<file path="src/rtl/mips_sim_pkg.sv">
// Shared types and default constants for the MIPS run monitor.
package mips_sim_pkg;

  typedef enum logic [2:0] {
    ST_IDLE    = 3'd0,
    ST_HOLD    = 3'd1,
    ST_RUN     = 3'd2,
    ST_HALTED  = 3'd3,
    ST_TIMEOUT = 3'd4
  } run_state_e;

  localparam int unsigned DEF_XLEN         = 32;
  localparam int unsigned DEF_RESET_CYCLES = 1;
  localparam int unsigned DEF_MAX_CYCLES   = 20;
  localparam int unsigned DEF_STALL_LIMIT  = 4;
  localparam int unsigned DEF_TRACE_DEPTH  = 8;
  localparam int unsigned CYCLE_W          = 32;

  // Occupancy counter width: must hold 0..depth inclusive.
  function automatic int unsigned trace_cnt_w(input int unsigned depth);
    return $clog2(depth) + 1;
  endfunction

endpackage

</file>
<file path="src/rtl/mips_run_monitor_if.sv">
// Control/status and trace-readout bundle between a run controller and the monitor.
interface mips_run_monitor_if
  import mips_sim_pkg::*;
#(
  parameter int unsigned XLEN        = DEF_XLEN,
  parameter int unsigned TRACE_DEPTH = DEF_TRACE_DEPTH
);
  localparam int unsigned CNT_W = trace_cnt_w(TRACE_DEPTH);

  logic               start;
  logic               cpu_reset;
  logic [XLEN-1:0]    pc;
  logic               halted;
  logic               timed_out;
  logic [CYCLE_W-1:0] cycle_count;
  logic               trace_rd_en;
  logic [XLEN-1:0]    trace_rd_data;
  logic [CNT_W-1:0]   trace_count;
  logic               trace_empty;

  modport master (
    output start, pc, trace_rd_en,
    input  cpu_reset, halted, timed_out, cycle_count,
    input  trace_rd_data, trace_count, trace_empty
  );

  modport slave (
    input  start, pc, trace_rd_en,
    output cpu_reset, halted, timed_out, cycle_count,
    output trace_rd_data, trace_count, trace_empty
  );

endinterface

</file>
<file path="src/rtl/pc_trace_buf.sv">
// Circular PC trace: writes overwrite the oldest entry when full; oldest entry is fall-through.
module pc_trace_buf
  import mips_sim_pkg::*;
#(
  parameter int unsigned W     = DEF_XLEN,
  parameter int unsigned DEPTH = DEF_TRACE_DEPTH
) (
  input  logic                          clk,
  input  logic                          reset,
  input  logic                          i_clear,
  input  logic                          i_wr_en,
  input  logic [W-1:0]                  i_wr_data,
  input  logic                          i_rd_en,
  output logic [W-1:0]                  o_rd_data,
  output logic [trace_cnt_w(DEPTH)-1:0] o_count,
  output logic                          o_empty
);
  localparam int unsigned PTR_W = $clog2(DEPTH);
  localparam int unsigned CNT_W = trace_cnt_w(DEPTH);

  logic [W-1:0]     r_mem [DEPTH];
  logic [PTR_W-1:0] r_wr_ptr;
  logic [PTR_W-1:0] r_rd_ptr;
  logic [CNT_W-1:0] r_count;
  logic             w_full;
  logic             w_empty;
  logic             w_pop;

  assign w_full  = (r_count == CNT_W'(DEPTH));
  assign w_empty = (r_count == '0);
  // A write in the same cycle wins over a pop.
  assign w_pop   = i_rd_en && !w_empty && !i_wr_en;

  always_ff @(posedge clk) begin
    if (reset || i_clear) begin
      r_wr_ptr <= '0;
      r_rd_ptr <= '0;
      r_count  <= '0;
    end else if (i_wr_en) begin
      r_wr_ptr <= r_wr_ptr + 1'b1;
      if (w_full) r_rd_ptr <= r_rd_ptr + 1'b1;
      else        r_count  <= r_count + 1'b1;
    end else if (w_pop) begin
      r_rd_ptr <= r_rd_ptr + 1'b1;
      r_count  <= r_count - 1'b1;
    end
  end

  always_ff @(posedge clk) begin
    if (i_wr_en) r_mem[r_wr_ptr] <= i_wr_data;
  end

  assign o_rd_data = r_mem[r_rd_ptr];
  assign o_count   = r_count;
  assign o_empty   = w_empty;

endmodule

</file>
<file path="src/rtl/mips_run_monitor.sv">
// Runs a MIPS core under reset/run control, detects halt (stuck PC) or cycle timeout.
// Optional PC trace buffer built when PC_TRACE_EN is defined.
module mips_run_monitor
  import mips_sim_pkg::*;
#(
  parameter int unsigned XLEN         = DEF_XLEN,
  parameter int unsigned RESET_CYCLES = DEF_RESET_CYCLES,
  parameter int unsigned MAX_CYCLES   = DEF_MAX_CYCLES,
  parameter int unsigned STALL_LIMIT  = DEF_STALL_LIMIT,
  parameter int unsigned TRACE_DEPTH  = DEF_TRACE_DEPTH
) (
  input  logic               clk,
  input  logic               reset,
  mips_run_monitor_if.slave  bus
);
  localparam int unsigned HOLD_W  = $clog2(RESET_CYCLES + 1);
  localparam int unsigned STALL_W = $clog2(STALL_LIMIT + 1);

  run_state_e         r_state;
  run_state_e         w_state_nxt;
  logic [HOLD_W-1:0]  r_hold;
  logic [HOLD_W-1:0]  w_hold_nxt;
  logic [STALL_W-1:0] r_stall;
  logic [STALL_W-1:0] w_stall_nxt;
  logic [CYCLE_W-1:0] r_cycle;
  logic [CYCLE_W-1:0] w_cycle_nxt;
  logic [XLEN-1:0]    r_prev_pc;
  logic [XLEN-1:0]    w_prev_pc_nxt;
  logic               r_cpu_reset;
  logic               r_halted;
  logic               r_timed_out;
  logic               w_restart;
  logic               w_trace_wr;
  logic               w_trace_rd;
  logic               w_match;
  logic               w_halt_hit;
  logic               w_timeout_hit;

  // Next-state and datapath updates; halt takes priority over timeout.
  always_comb begin
    w_state_nxt   = r_state;
    w_hold_nxt    = r_hold;
    w_stall_nxt   = r_stall;
    w_cycle_nxt   = r_cycle;
    w_prev_pc_nxt = r_prev_pc;
    w_restart     = 1'b0;
    w_trace_wr    = 1'b0;
    w_trace_rd    = 1'b0;
    w_halt_hit    = 1'b0;
    w_timeout_hit = 1'b0;
    // cycle_count is zero only on the first RUN cycle, which has no previous pc.
    w_match       = (r_cycle != '0) && (bus.pc == r_prev_pc);

    case (r_state)
      ST_IDLE, ST_HALTED, ST_TIMEOUT: begin
        w_trace_rd = bus.trace_rd_en && (r_state != ST_IDLE);
        if (bus.start) begin
          w_state_nxt = ST_HOLD;
          w_restart   = 1'b1;
          w_trace_rd  = 1'b0;
          w_hold_nxt  = '0;
          w_stall_nxt = '0;
          w_cycle_nxt = '0;
        end
      end
      ST_HOLD: begin
        if (r_hold == HOLD_W'(RESET_CYCLES - 1)) w_state_nxt = ST_RUN;
        else                                     w_hold_nxt  = r_hold + 1'b1;
      end
      ST_RUN: begin
        w_trace_wr    = 1'b1;
        w_cycle_nxt   = r_cycle + 1'b1;
        w_prev_pc_nxt = bus.pc;
        w_stall_nxt   = w_match ? r_stall + 1'b1 : '0;
        w_halt_hit    = w_match && (w_stall_nxt == STALL_W'(STALL_LIMIT - 1));
        w_timeout_hit = (w_cycle_nxt == CYCLE_W'(MAX_CYCLES));
        if (w_halt_hit)         w_state_nxt = ST_HALTED;
        else if (w_timeout_hit) w_state_nxt = ST_TIMEOUT;
      end
      default: w_state_nxt = ST_IDLE;
    endcase
  end

  // State and status registers; flags are decoded from the next state so they are flop outputs.
  always_ff @(posedge clk) begin
    if (reset) begin
      r_state     <= ST_IDLE;
      r_hold      <= '0;
      r_stall     <= '0;
      r_cycle     <= '0;
      r_prev_pc   <= '0;
      r_cpu_reset <= 1'b1;
      r_halted    <= 1'b0;
      r_timed_out <= 1'b0;
    end else begin
      r_state     <= w_state_nxt;
      r_hold      <= w_hold_nxt;
      r_stall     <= w_stall_nxt;
      r_cycle     <= w_cycle_nxt;
      r_prev_pc   <= w_prev_pc_nxt;
      r_cpu_reset <= (w_state_nxt == ST_IDLE) || (w_state_nxt == ST_HOLD);
      r_halted    <= (w_state_nxt == ST_HALTED);
      r_timed_out <= (w_state_nxt == ST_TIMEOUT);
    end
  end

  assign bus.cpu_reset   = r_cpu_reset;
  assign bus.halted      = r_halted;
  assign bus.timed_out   = r_timed_out;
  assign bus.cycle_count = r_cycle;

`ifdef PC_TRACE_EN
  pc_trace_buf #(
    .W     (XLEN),
    .DEPTH (TRACE_DEPTH)
  ) u_trace (
    .clk       (clk),
    .reset     (reset),
    .i_clear   (w_restart),
    .i_wr_en   (w_trace_wr),
    .i_wr_data (bus.pc),
    .i_rd_en   (w_trace_rd),
    .o_rd_data (bus.trace_rd_data),
    .o_count   (bus.trace_count),
    .o_empty   (bus.trace_empty)
  );
`else
  logic w_unused_trace;

  assign bus.trace_rd_data = '0;
  assign bus.trace_count   = '0;
  assign bus.trace_empty   = 1'b1;
  assign w_unused_trace    = ^{bus.trace_rd_en, w_trace_wr, w_trace_rd, w_restart};
`endif

endmodule
</file>
<file path="src/flat_wrapper.sv">
// flat-port wrapper written by rule: the top's interface ports become plain ports
module mips_run_monitor_flat import mips_sim_pkg::*;
#(
  parameter int unsigned XLEN         = DEF_XLEN,
  parameter int unsigned RESET_CYCLES = DEF_RESET_CYCLES,
  parameter int unsigned MAX_CYCLES   = DEF_MAX_CYCLES,
  parameter int unsigned STALL_LIMIT  = DEF_STALL_LIMIT,
  parameter int unsigned TRACE_DEPTH  = DEF_TRACE_DEPTH
)
  (clk, reset, bus_start, bus_pc, bus_trace_rd_en, bus_cpu_reset, bus_halted, bus_timed_out, bus_cycle_count, bus_trace_rd_data, bus_trace_count, bus_trace_empty);
  mips_run_monitor_if #(.XLEN(XLEN), .TRACE_DEPTH(TRACE_DEPTH)) bus_i ();
  input  logic clk;
  input  logic reset;
  input wire logic [$bits(bus_i.start)-1:0] bus_start;
  input wire logic [$bits(bus_i.pc)-1:0] bus_pc;
  input wire logic [$bits(bus_i.trace_rd_en)-1:0] bus_trace_rd_en;
  output wire logic [$bits(bus_i.cpu_reset)-1:0] bus_cpu_reset;
  output wire logic [$bits(bus_i.halted)-1:0] bus_halted;
  output wire logic [$bits(bus_i.timed_out)-1:0] bus_timed_out;
  output wire logic [$bits(bus_i.cycle_count)-1:0] bus_cycle_count;
  output wire logic [$bits(bus_i.trace_rd_data)-1:0] bus_trace_rd_data;
  output wire logic [$bits(bus_i.trace_count)-1:0] bus_trace_count;
  output wire logic [$bits(bus_i.trace_empty)-1:0] bus_trace_empty;
  assign bus_i.start = bus_start;
  assign bus_i.pc = bus_pc;
  assign bus_i.trace_rd_en = bus_trace_rd_en;
  assign bus_cpu_reset = bus_i.cpu_reset;
  assign bus_halted = bus_i.halted;
  assign bus_timed_out = bus_i.timed_out;
  assign bus_cycle_count = bus_i.cycle_count;
  assign bus_trace_rd_data = bus_i.trace_rd_data;
  assign bus_trace_count = bus_i.trace_count;
  assign bus_trace_empty = bus_i.trace_empty;
  mips_run_monitor #(.XLEN(XLEN), .RESET_CYCLES(RESET_CYCLES), .MAX_CYCLES(MAX_CYCLES), .STALL_LIMIT(STALL_LIMIT), .TRACE_DEPTH(TRACE_DEPTH)) u_core (.clk(clk), .reset(reset), .bus(bus_i));
endmodule
</file>
<file path="config.mk">
export PLATFORM = sky130hd
export DESIGN_NAME = mips_run_monitor_flat
export DESIGN_NICKNAME = d
export VERILOG_FILES = /design/src/rtl/mips_sim_pkg.sv /design/src/rtl/mips_run_monitor_if.sv /design/src/rtl/pc_trace_buf.sv /design/src/rtl/mips_run_monitor.sv /design/src/flat_wrapper.sv
export SDC_FILE = /design/constraint.sdc
export NUM_CORES = 1
export LEC_CHECK = 0
export ABC_CLOCK_PERIOD_IN_PS = 2850
export CAP_MARGIN = 30
export CORE_MARGIN = 2
export CORE_UTILIZATION = 23
export CTS_BUF_LIST = sky130_fd_sc_hd__clkbuf_8 sky130_fd_sc_hd__clkbuf_16
export DETAILED_ROUTE_END_ITERATION = 10
export PLACE_DENSITY = 0.54
export SLEW_MARGIN = 20
export SYNTH_ARGS = -nofsm -noshare
export SYNTH_HDL_FRONTEND = slang
export SYNTH_HIERARCHICAL = 1
export SYNTH_SLANG_ARGS = --single-unit
</file>
<file path="constraint.sdc">
create_clock -name clk -period 2.85 [get_ports clk]
set_input_delay 0.7125 -clock clk [delete_from_list [all_inputs] [get_ports clk]]
set_output_delay 0.7125 -clock clk [all_outputs]
set_load 0.02 [all_outputs]
</file>
# ---- Word-level counts from Yosys, hierarchy flattened
# Index checks and enable logic that the tools add are counted.
# W data, S select, Z words.
dict set report classes {
  addsub 3
  n_eq_ne 11
  muxes 13
  n_reduce_logical 11
}
# cell n
set ops {}
lappend ops {{$pmux W32 S2} 1}
lappend ops {{$add A32 B1 Y32 const B} 1}
lappend ops {{$eq A32 B32 Y1} 1}
lappend ops {{$eq A32 B5 Y1 const B} 1}
lappend ops {{$mux W32} 1}
lappend ops {{$reduce_bool A32 Y1} 1}
lappend ops {{$mux W3} 6}
lappend ops {{$eq A3 B2 Y1 const B} 4}
lappend ops {{$pmux W3 S3} 1}
lappend ops {{$eq A3 B1 Y1 const B} 2}
lappend ops {{$eq A3 B3 Y1 const B} 2}
lappend ops {{$logic_not A3 Y1} 2}
lappend ops {{$pmux W3 S2} 1}
lappend ops {{$reduce_and A2 Y1} 2}
lappend ops {{$reduce_bool A2 Y1} 2}
lappend ops {{$add A3 B1 Y3 const B} 1}
lappend ops {{$reduce_or A3 Y1} 1}
lappend ops {{$logic_and A1 B1 Y1} 2}
lappend ops {{$mux W1} 2}
lappend ops {{$ne A2 B2 Y1 const B} 1}
lappend ops {{$pmux W1 S2} 1}
lappend ops {{$add A1 B1 Y1 const B} 1}
lappend ops {{$logic_or A1 B1 Y1} 1}
dict set report totals {
  word_cells 46
  inputBits 36
  ff_bits 74
}

# ---- Longest topological paths before layout
# Gate-level depths: netlist of run 1.
dict set report logic_depth {
  word_depth 9
  mapped_depth 10
}

# ---- Worst setup path after synthesis of run 1
# Ideal clock, no wire load.
dict set report synth_timing {
  path_type {reg2reg}
  start {register u_core.r_cycle[0] (netlist: u_core/bus.cycle_count[0])}
  end {register u_core.r_timed_out (netlist: u_core/bus.timed_out)}
  arrival_ns 2.477
  setup_time_ns 0.086
  stages_incl_launch_ff 9
  path_slack_ns 0.287
  cell_sequence {dfxtp_1 -> ha_1 -> nand4_4 -> nor4_4 -> and3_4 -> a31oi_4 -> a2111oi_4 -> nand4_1 -> a211oi_1}
}
dict set report synth_between {
  elab_chain_len 8
  elab_cells_between_ends 11
  cone_classes {add/sub: 1; eq/ne: 3; mux: 4; reduce/logical: 3}
}
# item line_no
set synth_rtl {}
lappend synth_rtl {{start, declared} mips_run_monitor.sv:25} ;# logic [CYCLE_W-1:0] r_cycle;
lappend synth_rtl {{start signal, assigned} mips_run_monitor.sv:99} ;# r_cycle <= w_cycle_nxt;
lappend synth_rtl {{parallel branches: the longest is 5 deep, another holds $add A32 B1 Y32} --}
lappend synth_rtl {{$mux W3 *} mips_run_monitor.sv:77} ;# if (w_halt_hit) w_state_nxt = ST_HALTED;
lappend synth_rtl {{$pmux W3 S3 *} mips_run_monitor.sv:54} ;# case (r_state)
lappend synth_rtl {{$eq A3 B3 Y1 *} mips_run_monitor.sv:103} ;# r_timed_out <= (w_state_nxt == ST_TIMEOUT);
lappend synth_rtl {{end signal, assigned} mips_run_monitor.sv:103}
lappend synth_rtl {{end, declared} mips_run_monitor.sv:31} ;# logic r_timed_out;
# Every way passes the cells marked *.
# A chain may end at the register's enable or synchronous reset.

# ---- Final worst setup path of run 1
# Same ends and word-level chain as after synthesis.

==> run_results.csv, run 1 <==
group,metric,value,unit
run_status,status,"complete, no violations",
sta,fmax,376,MHz
yosys,synth_top_flop_cell,"dfxtp_1",
setup_path,rr_worst_depth,10,
setup_path,max_stage_delay,330,ps
pwr,power.switching,700,uW
sta,tightest_slew,793,ps
min_path,min_delay_path_depth,2,
setup_path,path_cells,"ha_1 -> nand4_4 -> nor4_4 -> buf_4 -> xor2_1 -> a211o_1 -> nor4_1 -> buf_4 -> nand4_1 -> a211oi_1",
setup_path,critPathArrivalTime,2900,ps
yosys,synth_area,4610,sq um
clocking,htree_levels,3,
pwr,p_seq_frac,0.419,
yosys,ys_seq_area_frac,0.317,
sta,setup_viol,0,
clocking,clk_latency,340,ps
sta,slew-limit-headroom,0.472,
setup_path,worstSetupStartpointType,"register",
drt,viasPerCell,4.67,
yosys,ys_seq_elements,73,
drt,wl,13600,um
cells_and_area,post-route-util,0.298,
sta,setup_ws,189,ps
floorplan,ios,108,
floorplan,num_rows,51,
floorplan,initial_core_util,0.236,
grt,grt_max_degree,74,
clocking,clockBufferDepth,2,
clocking,cts_tree,"yes",
drt,vias,4351,
grt,grt_pass1_wl,21700,um
setup_path,cp_slowest_cell,"dfxtp_1",
setup_path,critical_path.max_fanout,8,
sta,clock_skew,7.24,ps
setup_path,end_kind,"register",
min_path,hp-class,"register to register",
place,dp_hpwl,9590,um
clocking,cts_buffers,9,
sta,fin_crit,2660,ps
pwr,power.total,2550,uW
pwr,p_per_area,438,nW/um^2
floorplan,core-area,19600,sq um
sta,hold_ws,466,ps
place,routabilityCongestion,0.807,
pwr,vdd_drop_max,0.000198,V
drt,wl_per_cell,14.6,um
grt,grt_overflow,0,
pwr,combPwrFrac,0.133,
sta,period_share,0.934,
yosys,postSynthCellCount,606,
floorplan,die_w,146,um
clocking,cts_hold_buf,0,
setup_path,crit_required,3090,ps
clocking,clkTransAtPathRegs,60,ps
floorplan,die-area,21200,sq um
setup_path,cp_common_cell,"buf_4",
grt,grt_antenna_before_repair,0,
cells_and_area,syn_to_final_growth,26.4,%
sta,slew_viol_final,0,
clocking,cts_sinks,73,
place,pre_cts_ws,-31.7,ps
yosys,yosysUniqueCellTypes,57,
yosys,synth_edf_count,0,
pwr,swShare,0.274,
drt,drt_iter0_drc,347,
cells_and_area,drive_gt1_frac,0.105,
pwr,p_int,1850,uW
grt,grtUsageTotal,0.126,
pwr,pwr-share-clk,0.448,
place,io_buffer_count,69,
grt,grt_pass1_vias,4013,
yosys,synth_async_sr_flop_share,0,
flow_run,max-cap-violations,0,
clocking,cts-root-buf,"clkbuf_16",
drt,remaining_drc_errors,0,
drt,dr.pass1.iters,4,
setup_path,criticalPathCategory,"register to register",
pwr,p_leak,0.00211,uW
yosys,yosysWarningCount,6,
drt,antenna_left,0,
clocking,post_cts_buffers,0,
clocking,cts_resized,0,
floorplan,die_h,146,um
cells_and_area,nets,701,
sta,hold_violations,0,
cells_and_area,n_antenna_cell,0,
yosys,synth_area_per_cell,7.61,sq um
cell families after synthesis:
kind of cell / share of synthesized area
mux: 0.00651
buf+inv: 0.118
simple gates: 0.283
compound gates: 0.181
other cells: 0.00163
flops: 0.317
xor+xnor: 0.0854
fa+ha+maj: 0.00814
stage by stage:
step                area [sq um]  instances  TNS, ps
floorplan                   4750        641        0
global placement            5520        916    -82.2
detailed placement          5520        916    -42.2
CTS                         5820        932        0
global route                5830        932    -2.59
finish                      5830        932        0
worst max-delay path: cells and delay by family (launching register included):
kind            cells  cell delay, ps
compound gates      2             550
xor+xnor            1              80
buf+inv             2             380
simple gates        4             910
fa+ha+maj           1             310
flops               1             330
final cells by class:
cell class                 count  area [sq um]
multi-input combinational    470          2760
inverter                       5          18.8
timing repair buffer         103           966
clock buffer                   9           225
sequential                    73          1460
clock inverter                 7          71.3
tap                          265           332
fill                        2118         13800
registers in the layout, summed over array words and instances, names as in the netlist:
register and flops:
u_core/bus.cycle_count 32, u_core/r_stall 3, u_core/bus.timed_out 1, u_core/r_state 3, u_core/bus.cpu_reset 1, u_core/bus.halted 1, u_core/r_prev_pc 32
Yosys cell counts (14+ instances only):
library cell,count,area share
a21oi_1,63,0.068
buf_4,38,0.062
clkbuf_1,36,0.029
dfxtp_1,73,0.32
nand2_1,91,0.074
nand3_1,14,0.015
nand4_1,21,0.028
nor2_1,37,0.030
nor3_1,17,0.018
nor4_1,22,0.030
o21ai_0,27,0.029
xor2_1,34,0.065
power groups by stage:
stage,Combinational (uW),Sequential [uW],Clock (uW)
6_report,341,1070,1140
5_1_grt,374,1070,1210
4_1_cts,343,1070,1170
3_5_place_dp,341,1090,0
3_3_place_gp,341,1090,0
2_1_floorplan,241,1090,0
routing by layer:
layer,vias up,GRT usage,wire length (um)
met5,-,0,0
met4,0,0.0412,210
met3,12,0.0310,736
met2,106,0.192,6060
met1,2048,0.174,6600
li1,2185,-,-
path summary, 6_finish.rpt:
kind / start / endpoint / slack [ps]
min: u_core/r_prev_pc[19] / u_core/r_prev_pc[19] / 470
min reg2reg: u_core/r_prev_pc[19] / u_core/r_prev_pc[19] / 470
max: u_core/bus.cycle_count[0] / u_core/bus.timed_out / 190
max reg2reg: u_core/bus.cycle_count[0] / u_core/bus.timed_out / 190
placed cells by master (no fill, tap or decap), drive strengths merged, types with 4 or more instances in the layout:
cell type,count
nand2,91
dfxtp,73
clkdlybuf4s50,68
a21oi,63
nor2,37
conb,37
buf,35
xor2,34
o21ai,27
nand4,23
nor4,23
nor3,17
nand3,15
xnor2,11
clkbuf,9
a31oi,9
or3,8
a311oi,7
inv,7
and4,7
a211oi,6
or4,6
a22oi,5
nand3b,4
and3,4
and2,4
Power figures use the tool's default switching activity.
==> run 2, diff against run 1 <==
Settings changed: RECOVER_POWER set to 25.
==> run_results.csv, run 2 (same netlist as run 1, synthesis figures left out) <==
group,metric,value,unit
floorplan,die_h,146,um
grt,grt_max_degree,74,
cells_and_area,n_antenna_cell,0,
drt,remaining_drc_errors,0,
floorplan,die-area,21200,sq um
drt,vias,4323,
clocking,cts_hold_buf,0,
pwr,power.total,2550,uW
pwr,p_per_area,438,nW/um^2
drt,antenna_left,0,
cells_and_area,finalInstanceArea,5830,sq um
cells_and_area,final_common_cell,"nand2_1",
setup_path,cp_common_cell,"buf_4",
sta,hold_violations,0,
cells_and_area,nets,701,
clocking,post_cts_buffers,0,
cells_and_area,drive_gt1_frac,0.102,
floorplan,initial_core_util,0.236,
grt,grt_overflow,0,
clocking,htree_levels,3,
run_status,status,"complete, no violations",
sta,fmax,375,MHz
setup_path,cp_slowest_cell,"dfxtp_1",
sta,slew_viol_final,0,
pwr,p_leak,0.00211,uW
sta,clock_skew,7.58,ps
place,placed_area,5520,sq um
floorplan,num_rows,51,
place,io_buffer_count,69,
grt,grtUsageTotal,0.126,
clocking,cts_sinks,73,
place,routabilityCongestion,0.807,
pwr,vdd_drop_max,0.000198,V
clocking,cts_tree,"yes",
floorplan,ios,108,
drt,dr.pass1.iters,4,
floorplan,core-area,19600,sq um
min_path,hp-class,"register to register",
place,numPlacedInstances,916,
drt,wl,13600,um
sta,fin_crit,2660,ps
clocking,clk_latency,340,ps
place,dp_hpwl,9590,um
drt,viasPerCell,4.64,
sta,period_share,0.934,
grt,grt_pass1_wl,21700,um
drt,wl_per_cell,14.6,um
cells_and_area,finalNonFillerCells,932,
setup_path,end_kind,"register",
drt,drt_iter0_drc,328,
setup_path,critPathArrivalTime,2910,ps
setup_path,crit_required,3090,ps
floorplan,die_w,146,um
sta,setup_viol,0,
clocking,clkTransAtPathRegs,60,ps
clocking,clockBufferDepth,2,
clocking,cts_resized,0,
grt,grt_pass1_vias,4013,
grt,grt_antenna_before_repair,0,
sta,slew-limit-headroom,0.470,
setup_path,worstSetupStartpointType,"register",
cells_and_area,layout_common_cells,"90 x nand2_1, 71 x dfxtp_1, 64 x clkdlybuf4s50_1",
setup_path,max_stage_delay,330,ps
setup_path,criticalPathCategory,"register to register",
setup_path,path_cells,"ha_1 -> nand4_4 -> nor4_4 -> buf_4 -> xor2_1 -> a211o_1 -> nor4_1 -> buf_4 -> nand4_1 -> a211oi_1",
cells_and_area,syn_to_final_growth,26.2,%
sta,tightest_slew,795,ps
setup_path,critical_path.max_fanout,8,
clocking,cts-root-buf,"clkbuf_16",
clocking,cts_buffers,9,
flow_run,max-cap-violations,0,
## run 2: stage by stage
stage          hold slack, ps  worst slack [ps]  setup TNS [ps]   util
2_1_floorplan             448               287               0      -
3_3_place_gp              453             -55.9           -82.2  0.282
3_5_place_dp              459             -31.7           -42.2  0.282
4_1_cts                   467               194               0  0.297
5_1_grt                   478             -2.59           -2.59  0.297
6_report                  466               187               0  0.297
## run 2: worst paths after layout
kind	from	to	slack, ps	depth (start not counted)
worst max-delay path	u_core/bus.cycle_count[0]	u_core/bus.timed_out	190	10
worst min-delay path	u_core/r_prev_pc[19]	u_core/r_prev_pc[19]	470	2
worst max register to register	u_core/bus.cycle_count[0]	u_core/bus.timed_out	190	10
worst min register to register	u_core/r_prev_pc[19]	u_core/r_prev_pc[19]	470	2
## run 2: worst max-delay path: cells and delay by family, from the launching register on
kind	cells	cell delay [ps]
simple gates	4	910
compound gates	2	550
buf+inv	2	380
flops	1	330
fa+ha+maj	1	310
xor+xnor	1	90
## run 2: metal layers
layer	routed length [um]	up-vias	part of all wire	GRT usage
met1	6650	2037	0.49	0.174
met3	704	10	0.052	0.0310
met2	6100	91	0.45	0.192
li1	-	2185	-	-
met4	193	0	0.014	0.0412
met5	0	-	0	0
## run 2: area by class of cell
class	count	area (sq um)
fillers	2121	13800
flip-flops and latches	73	1460
clock buffers	9	225
clock inverters	7	71.3
inverters	5	18.8
repair buffers	103	958
multi-input cells	470	2760
well taps	265	332
## run 2: power by group
| part | total, uW | leakage [uW] | internal, uW | switching (uW) |
|---|---|---|---|---|
| logic | 336 | 0.00137 | 122 | 214 |
| clock network | 1140 | 0.000143 | 678 | 467 |
| registers | 1070 | 0.000592 | 1050 | 19.4 |
